### config.mk
export PLATFORM = sky130hd
export DESIGN_NAME = t03_mem_access
export DESIGN_NICKNAME = d
export VERILOG_FILES = /design/src/rtl/t03_mem_pkg.sv /design/src/rtl/t03_mem_access.sv
export SDC_FILE = /design/constraint.sdc
export NUM_CORES = 1
export LEC_CHECK = 0
export ABC_AREA = 1
export CAP_MARGIN = 20
export CORE_MARGIN = 2
export CORE_UTILIZATION = 45
export DETAILED_ROUTE_END_ITERATION = 8
export GPL_TIMING_DRIVEN = 1
export PLACE_DENSITY_LB_ADDON = 0.2
export SETUP_SLACK_MARGIN = 0.1
export SLEW_MARGIN = 20
export SYNTH_ARGS = -nofsm -noshare
export SYNTH_HDL_FRONTEND = slang
export SYNTH_SLANG_ARGS = --single-unit
### constraint.sdc
create_clock -name clk -period 5.15 [get_ports clk]
set_input_delay 0.7725 -clock clk [delete_from_list [all_inputs] [get_ports clk]]
set_output_delay 0.7725 -clock clk [all_outputs]
set_load 0.1 [all_outputs]
### src/rtl/t03_mem_pkg.sv
// t03_mem_pkg: shared state type, byte-enable constant and lane helper for the memory-access stage.
package t03_mem_pkg;

    typedef enum logic [1:0] {IDLE, BUSY, DONE} mem_state_t;

    localparam logic [3:0] WORD_SEL = 4'hF;

    function automatic logic [7:0] lane_byte(input logic [31:0] w, input logic [1:0] off);
        return w[8*off +: 8];
    endfunction

endpackage

### src/rtl/t03_mem_access.sv
// t03_mem_access: one bus request/ack transaction per load or store, stalling the pipeline until it completes.
module t03_mem_access
    import t03_mem_pkg::*;
#(
    parameter int TIMEOUT_CYCLES = 255
) (
    input  logic        clk,
    input  logic        rst,
    input  logic [31:0] ALU_value,
    input  logic [31:0] store_data,
    input  logic        mem_read,
    input  logic        mem_write,
    input  logic        load_byte,
    input  logic        store_byte,
    input  logic [31:0] bus_rdata,
    input  logic        bus_ack,
    output logic [31:0] bus_addr,
    output logic [31:0] bus_wdata,
    output logic [3:0]  bus_sel,
    output logic        bus_read,
    output logic        bus_write,
    output logic [31:0] memory_value,
    output logic        stall,
    output logic        bus_error
);

    mem_state_t r_state, w_next;
    logic [7:0] r_cnt;
    logic [1:0] r_off;
    logic       r_lb;

    logic       w_req, w_byte, w_mis, w_go, w_tmo;
    logic [7:0] w_cnt_inc;
    logic [3:0] w_sel;

    // A simultaneous read and write is treated as a store, so the store's width decides alignment.
    assign w_req     = mem_read | mem_write;
    assign w_byte    = mem_write ? store_byte : load_byte;
    assign w_mis     = w_req & (ALU_value[1:0] != 2'b00) & ~w_byte;
    assign w_go      = w_req & ~w_mis;
    assign w_cnt_inc = r_cnt + 8'd1;
    assign w_tmo     = (r_state == BUSY) & ~bus_ack & (w_cnt_inc == 8'(TIMEOUT_CYCLES));
    assign w_sel     = w_byte ? (4'b0001 << ALU_value[1:0]) : WORD_SEL;

    always_comb begin
        w_next = IDLE;
        stall  = 1'b0;
        case (r_state)
            IDLE: begin
                w_next = w_go ? BUSY : IDLE;
                stall  = w_go;
            end
            BUSY: begin
                w_next = (bus_ack | w_tmo) ? DONE : BUSY;
                stall  = 1'b1;
            end
            default: w_next = IDLE;
        endcase
        if (rst) stall = 1'b0;
    end

    always_ff @(posedge clk) begin
        if (rst) begin
            r_state      <= IDLE;
            r_cnt        <= '0;
            r_off        <= '0;
            r_lb         <= 1'b0;
            bus_addr     <= '0;
            bus_wdata    <= '0;
            bus_sel      <= '0;
            bus_read     <= 1'b0;
            bus_write    <= 1'b0;
            memory_value <= '0;
            bus_error    <= 1'b0;
        end else begin
            r_state   <= w_next;
            bus_error <= 1'b0;
            case (r_state)
                IDLE: begin
                    if (w_mis) begin
                        bus_error <= 1'b1;
                    end else if (w_go) begin
                        bus_addr  <= {ALU_value[31:2], 2'b00};
                        bus_wdata <= mem_write ? (store_byte ? {4{store_data[7:0]}} : store_data) : '0;
                        bus_sel   <= w_sel;
                        bus_read  <= ~mem_write;
                        bus_write <= mem_write;
                        r_off     <= ALU_value[1:0];
                        r_lb      <= load_byte;
                        r_cnt     <= '0;
                    end
                end
                BUSY: begin
                    if (bus_ack) begin
                        bus_read  <= 1'b0;
                        bus_write <= 1'b0;
                        if (bus_read)
                            memory_value <= r_lb ? {24'b0, lane_byte(bus_rdata, r_off)} : bus_rdata;
                    end else if (w_tmo) begin
                        bus_read  <= 1'b0;
                        bus_write <= 1'b0;
                        bus_error <= 1'b1;
                    end else begin
                        r_cnt <= w_cnt_inc;
                    end
                end
                default: ;
            endcase
        end
    end

endmodule

==> results of run 1 <==
cells in the mapped netlist (all sizes together):
cell / number
nand2: 197
a21oi: 120
dfxtp: 114
nand3: 59
inv: 44
o21ai: 39
nor2: 31
clkbuf: 24
buf: 22
o22ai: 8
clkinv: 3
or2: 3
a31oi: 2
ha: 2
nand4: 2
a32oi: 1
conb: 1
nor3: 1
nor4: 1
o21bai: 1
stage by stage:
| step | instances | hold slack (ns) | utilization (%) | instance area (sq um) | setup slack (ns) |
|---|---|---|---|---|---|
| final | 1005 | 0.462 | 71.6 | 7460 | 1.17 |
| after global routing | 1005 | 0.481 | 71.6 | 7460 | 1.02 |
| after CTS | 1004 | 0.463 | 71.4 | 7440 | 1.20 |
| after detailed placement | 972 | 0.455 | 65.5 | 6820 | 1.13 |
| after global placement | 972 | 0.451 | 65.5 | 6820 | 1.27 |
| after floorplan | 676 | 0.448 | - | 4870 | 1.33 |
worst paths after layout:
check / from / end / slack [ns] / cells after the start
worst max-delay path: store_byte / stall / 1.17 / 7
worst min-delay path: bus_write / bus_write / 0.46 / 2
worst max register to register: r_state[1] / memory_value[27] / 2.37 / 7
worst min register to register: bus_write / bus_write / 0.46 / 2
worst reg2reg max path, stage by stage, from the launching register on:
cell and delay, ns:
dfxtp_1 0.31, inv_1 0.05, nand2_1 0.17, nor2_1 0.19, nand2_1 0.55, inv_1 1.05, nand3_1 0.22, a21oi_1 0.18
area by class of cell:
type / instances / area [sq um] / area share [%]
Inverter: 47 / 176 / 2.36
Clock inverter: 10 / 155 / 2.08
Multi-Input combinational cell: 469 / 2130 / 28.6
Clock buffer: 22 / 463 / 6.20
Timing Repair Buffer: 207 / 2080 / 27.9
Sequential cell: 114 / 2280 / 30.6
Tap cell: 136 / 170 / 2.28
power breakdown:
part	total [uW]	leakage [uW]	switching, uW	internal (uW)
Sequential	974	0.000929	37.0	937
Combinational	749	0.00163	539	210
Clock	1210	0.000301	391	820
state kept, by name, indices dropped and copies added, names as in the netlist, 2 cells and up:
name,flops
r_cnt,8
bus_wdata,32
r_off,2
r_state,2
memory_value,32
bus_sel,4
bus_addr,30
logic make-up after synthesis:
family / count (synthesis)
adder cells (fa/ha/maj): 2
AO/OA/AOI/OAI: 171
flip-flops: 114
other: 1
buffers and inverters: 93
AND/OR/NAND/NOR: 294
metal layers:
metal | up-vias | track usage (%)
li1 | 2571 | -
met3 | 13 | 8.74
met2 | 256 | 45.1
met4 | 0 | 8.61
met5 | - | 0
met1 | 2407 | 29.9
==> key figures, run 1 <==
Routing
  • Total wire length: ~15 mm
  • DRT iter0 DRCs: 383
  • Highest metal used: met4
  • WL met2: 7.66 mm
  • M1 wire length: between 5 and 6 mm
  • Post-route DRC: 0
  • Post-route ant nets: 0
  • Met3 WL post-DR: 1.44 mm
  • Routed vias/inst: roughly 5.2
  • Drt pass-1 iters: 5
  • Wire length per cell: 15.2 um
  • Vias: 5247

Clock network
  • Clk sinks: 114
  • Post-CTS setup buffers: 0
  • CTS buffer count: 17
  • Worst skew pair latency: 0.50 ns
  • CTS max path bufs: 2
  • Clock Tree Root: clkbuf_8
  • Post-cts resize count: 0
  • Reg clk slew, reported paths: approximately 0.050 ns
  • CTS tree: yes
  • CTS H-tree depth: 4
  • Cts hold-fix bufs: 0

GRT
  • Largest net degree at the start of global routing: 104
  • Tot GR Track Use: 25.9%
  • Global route total overflow: 0
  • First-pass GRT wire length: 23.8 mm
  • Initial antenna violation count: 0
  • Vias in the first global route: 4978

Logic synthesis
  • Post-Synth Simple-Gate Area: approximately 25%
  • Post-Synthesis Cells: between 600 and 700
  • Cell variety after synth: 30
  • Combinational family with the most area after synthesis: simple AND/OR/NAND/NOR gates
  • Fraction of the mapped netlist area in adder cells: 0.514%
  • Post-synthesis compound-gate area fraction: between 15 and 20%
  • Warnings, synthesis: 0
  • Post-synthesis mux area share: 0%
  • Synth top area share: between 40% and 50%
  • Synth Area in XOR/XNOR: 0%
  • Top cells by area in the synthesized netlist: dfxtp_1 (47%), nand2_1 (15%), a21oi_1 (12%)
  • Synthesized flop and latch total: 114
  • Syn avg cell area: 7.22 sq um
  • Seq/Total Area, Yosys: 46.9%
  • Yosys top cell by area: dfxtp_1
  • Mapped Area: 0.00487 sq mm

Die
  • Row Count: 37
  • Top Ports: 207
  • Die X: 108 um
  • Initial core utilization: a little under half
  • Core ar.: 0.0104 sq mm
  • Chip height: ~110 um
  • Die footprint: 0.0117 sq mm

Layout
  • Nets: between 900 and 1k
  • Most common cell after layout, fill and taps aside: clkdlybuf4s50_1
  • Commonest cells after routing, fill and taps aside: clkdlybuf4s50_1 (202), nand2_1 (196), a21oi_1 (120)
  • Layout area overhead: 53.2%
  • Share of layout cells above drive strength 1: slightly below 5%
  • N_diodes: 0
  • FILL cells: ~850

Power
  • Pwr dens: approximately 390 mW/mm^2
  • Lkg Pwr: about 0.0029 uW
  • Max rail drop VDD: 0.226 mV
  • Total power: about 2900 uW

Timing
  • Final min period: 3.98 ns
  • Max Slew Vio Count: 0
  • F_max: 0.251 GHz
  • Total negative slack: 0 ns
  • Worst slew pin tran: 1.11 ns
  • Final setup violation count: 0
  • Slew HR: 26.0%
  • Fin. Hold Viols: 0
  • Skew final: 0.00666 ns
  • Final worst path period share: 77.4%
  • RSZ-0062 raised after global routing: no

Setup path
  • Crit path buf inv count: 2
  • Critical path's slowest cell: clkdlybuf4s50_1
  • Crit path largest cell delay: 0.67 ns
  • CP cell instances: clkdlybuf4s50_1 -> or2_1 -> o21ai_4 -> nand2_2 -> nand3_2 -> a21oi_1 -> buf_12
  • Max FO, Critical Path: 25
  • Worst Path Required: 4.38 ns
  • Crit start category: input pin
  • Largest delay contributor family on the critical path: simple AND/OR/NAND/NOR gates
  • Critical path class: input pin to primary output
  • Crit. End Element: primary output
  • CP arrival: 3.21 ns

Place
  • Port Buf Inserts: 204
  • GP Congestion: 0.891
  • HPWL after DPL: approximately 11 mm

Flow run
  • Max Cap Viol: 0

Worst hold path
  • Class of the worst hold path: flop to flop

Run status
  • Status: completed
(Power assumes the default switching activity.)
==> inputs of run 2 (changes only) <==
--- a/config.mk
+++ b/config.mk
@@ -8,7 +8,7 @@
 export ABC_AREA = 1
 export CAP_MARGIN = 20
 export CORE_MARGIN = 2
-export CORE_UTILIZATION = 45
+export CORE_UTILIZATION = 39
 export DETAILED_ROUTE_END_ITERATION = 8
 export GPL_TIMING_DRIVEN = 1
 export PLACE_DENSITY_LB_ADDON = 0.2
==> constraint.sdc (replaced) <==
create_clock -name clk -period 3.3 [get_ports clk]
set_input_delay 0.495 -clock clk [delete_from_list [all_inputs] [get_ports clk]]
set_output_delay 0.495 -clock clk [all_outputs]
set_load 0.1 [all_outputs]
==> key figures, run 2 (synthesis gave the netlist of run 1 again) <==
Run status
  • Status: completed

GRT
  • Global route total overflow: 0 (unchanged)
  • Met2 Use GR: 38.3% (-6.8 points)
  • Gr busiest metal: met2
  • Initial antenna violation count: 0 (unchanged)
  • Vias in the first global route: 4893 (-1.7%)
  • Tot GR Track Use: 22.7% (-3.3 points)
  • Largest net degree at the start of global routing: 70 (-33%)
  • First-pass GRT wire length: 23.7 mm (-0.50%)
  • Met1 Use GR: 25.0% (-4.9 points)
  • Met3 Use GR: 9.57% (+0.83 points)

Timing
  • Final worst path period share: 81.5%
  • Skew final: 0.00890 ns (+0.00224 ns)
  • Worst slew pin tran: 1.03 ns (-0.0790 ns)
  • RSZ-0062 raised after global routing: no
  • Worst hold slack: 0.461 ns (-0.00103 ns)
  • Fin. Hold Viols: 0 (unchanged)
  • Final setup violation count: 0 (unchanged)
  • Total negative slack: 0 ns (unchanged)
  • Final min period: 2.69 ns
  • Slew HR: 31.1% (+5.1 points)
  • Max Slew Vio Count: 0 (unchanged)
  • F_max: between 0.3 and 0.4 GHz

Layout
  • Layout Utilization: 62.0% (-9.6 points)
  • Nets: 965 (+0.42%)
  • Share of layout cells above drive strength 1: 6.64% (+1.7 points)
  • Most common cell after layout, fill and taps aside: nand2_1
  • Final Cell Area: 0.00751 sq mm (+0.65%)
  • N_diodes: 0 (unchanged)
  • FILL cells: 1124 (+33%)
  • Layout area overhead: 54.2%
  • Top Registers: bus_wdata: 32 flops, memory_value: 32 flops, bus_addr: 30 flops
  • Commonest cells after routing, fill and taps aside: nand2_1 (196), clkdlybuf4s50_1 (192), a21oi_1 (119)

Power
  • Total power: 4620 uW (+58%)
  • Max rail drop VDD: 0.355 mV (+57%)
  • Pwr dens: 615 mW/mm^2 (+57%)
  • Lkg Pwr: 0.00290 uW (+1.4%)

Flow run
  • Max Cap Viol: 0 (unchanged)

Setup path
  • CP arrival: 2.20 ns (-1.01 ns)
  • Critical path class: input pin to primary output
  • Max FO, Critical Path: 12 (-52%)
  • Crit. End Element: primary output
  • Crit start category: input pin
  • Worst Path Required: 2.80 ns (-1.58 ns)

Clock network
  • CTS H-tree depth: 4 (unchanged)
  • Post-cts resize count: 0 (unchanged)
  • Clock Tree Root: clkbuf_16
  • CTS tree: yes
  • Cts hold-fix bufs: 0 (unchanged)
  • CTS max path bufs: 2 (unchanged)
  • Clk sinks: 114 (unchanged)
  • CTS buffer count: 17 (unchanged)
  • Reg clk slew, reported paths: 0.05 ns (about the same)
  • Worst skew pair latency: 0.41 ns (-0.09 ns)
  • Post-CTS setup buffers: 0 (unchanged)

Routing
  • Wire length per cell: 14.7 um (-3.0%)
  • Post-route DRC: 0 (unchanged)
  • Drt pass-1 iters: 5 (unchanged)
  • Post-route ant nets: 0 (unchanged)
  • Vias: 5173 (-1.4%)
  • Total wire length: 15.3 mm (+0.48%)
  • DRT iter0 DRCs: 354 (-7.6%)
  • Routed vias/inst: 4.97 (-4.8%)

Place
  • Port Buf Inserts: 204 (unchanged)
  • Placement Cell Area: 0.00688 sq mm (+0.83%)
  • HPWL after DPL: 10.8 mm (+2.3%)
  • GP Congestion: 0.874 (-1.9%)

Die
  • Top Ports: 207 (unchanged)
  • Row Count: 40 (+8.1%)
  • Initial core utilization: 40.2% (-6.5 points)
  • Chip height: 116 um (+7.1%)
  • Die footprint: 0.0134 sq mm (+15%)
  • Die X: 116 um (+7.1%)
  • Core ar.: 0.0121 sq mm (+16%)

Worst hold path
  • Class of the worst hold path: flop to flop
run 2: cell count changes in the layout (fill, tap and decap cells not counted), sizes merged:
cell / before / now
inv: 44 / 43
buf: 5 / 19
clkinv: 7 / 8
clkdlybuf4s50: 202 / 192
run 2: report_power, final:
group / internal [uW] / total, uW / leakage (uW) / switching, uW
Sequential: 1460 / 1520 / 0.000929 / 55.7
Combinational: 326 / 1170 / 0.00166 / 840
Clock: 1320 / 1940 / 0.000306 / 622
run 2: final timing paths:
path                      start            end  slack [ns]  cells past startpoint
setup / recovery     store_byte          stall        0.61                      7
hold reg to reg   bus_wdata[21]  bus_wdata[21]        0.46                      2
setup reg to reg       r_cnt[0]       r_cnt[3]        1.34                     10
hold / removal    bus_wdata[21]  bus_wdata[21]        0.46                      2
run 2: through the flow:
stage	setup slack (ns)	instances
floorplan	0.600	676
global placement	0.262	1009
detailed placement	0.207	1009
CTS	0.614	1041
global route	0.403	1041
finish	0.609	1041
run 2: layout make-up:
| cell class | count | area (sq um) | area share (%) |
|---|---|---|---|
| Multi-Input combinational cell | 469 | 2130 | 28.4 |
| Tap cell | 168 | 210 | 2.80 |
| Clock inverter | 10 | 155 | 2.07 |
| Sequential cell | 114 | 2280 | 30.4 |
| Clock buffer | 22 | 474 | 6.31 |
| Inverter | 47 | 178 | 2.37 |
| Timing Repair Buffer | 211 | 2080 | 27.7 |
run 2: routing by layer:
layer  share of wire, %  wire [um]
met4                3.0        452
met1                 39       6040
met2                 47       7250
met3                 10       1550
met5                  0          0
run 2: worst max-delay path, cell delays in order:
cell,delay [ns]
clkdlybuf4s50_1,0.66
or2_1,0.22
o21ai_4,0.09
nand2_2,0.06
nand3_2,0.19
a21oi_2,0.27
buf_12,0.20
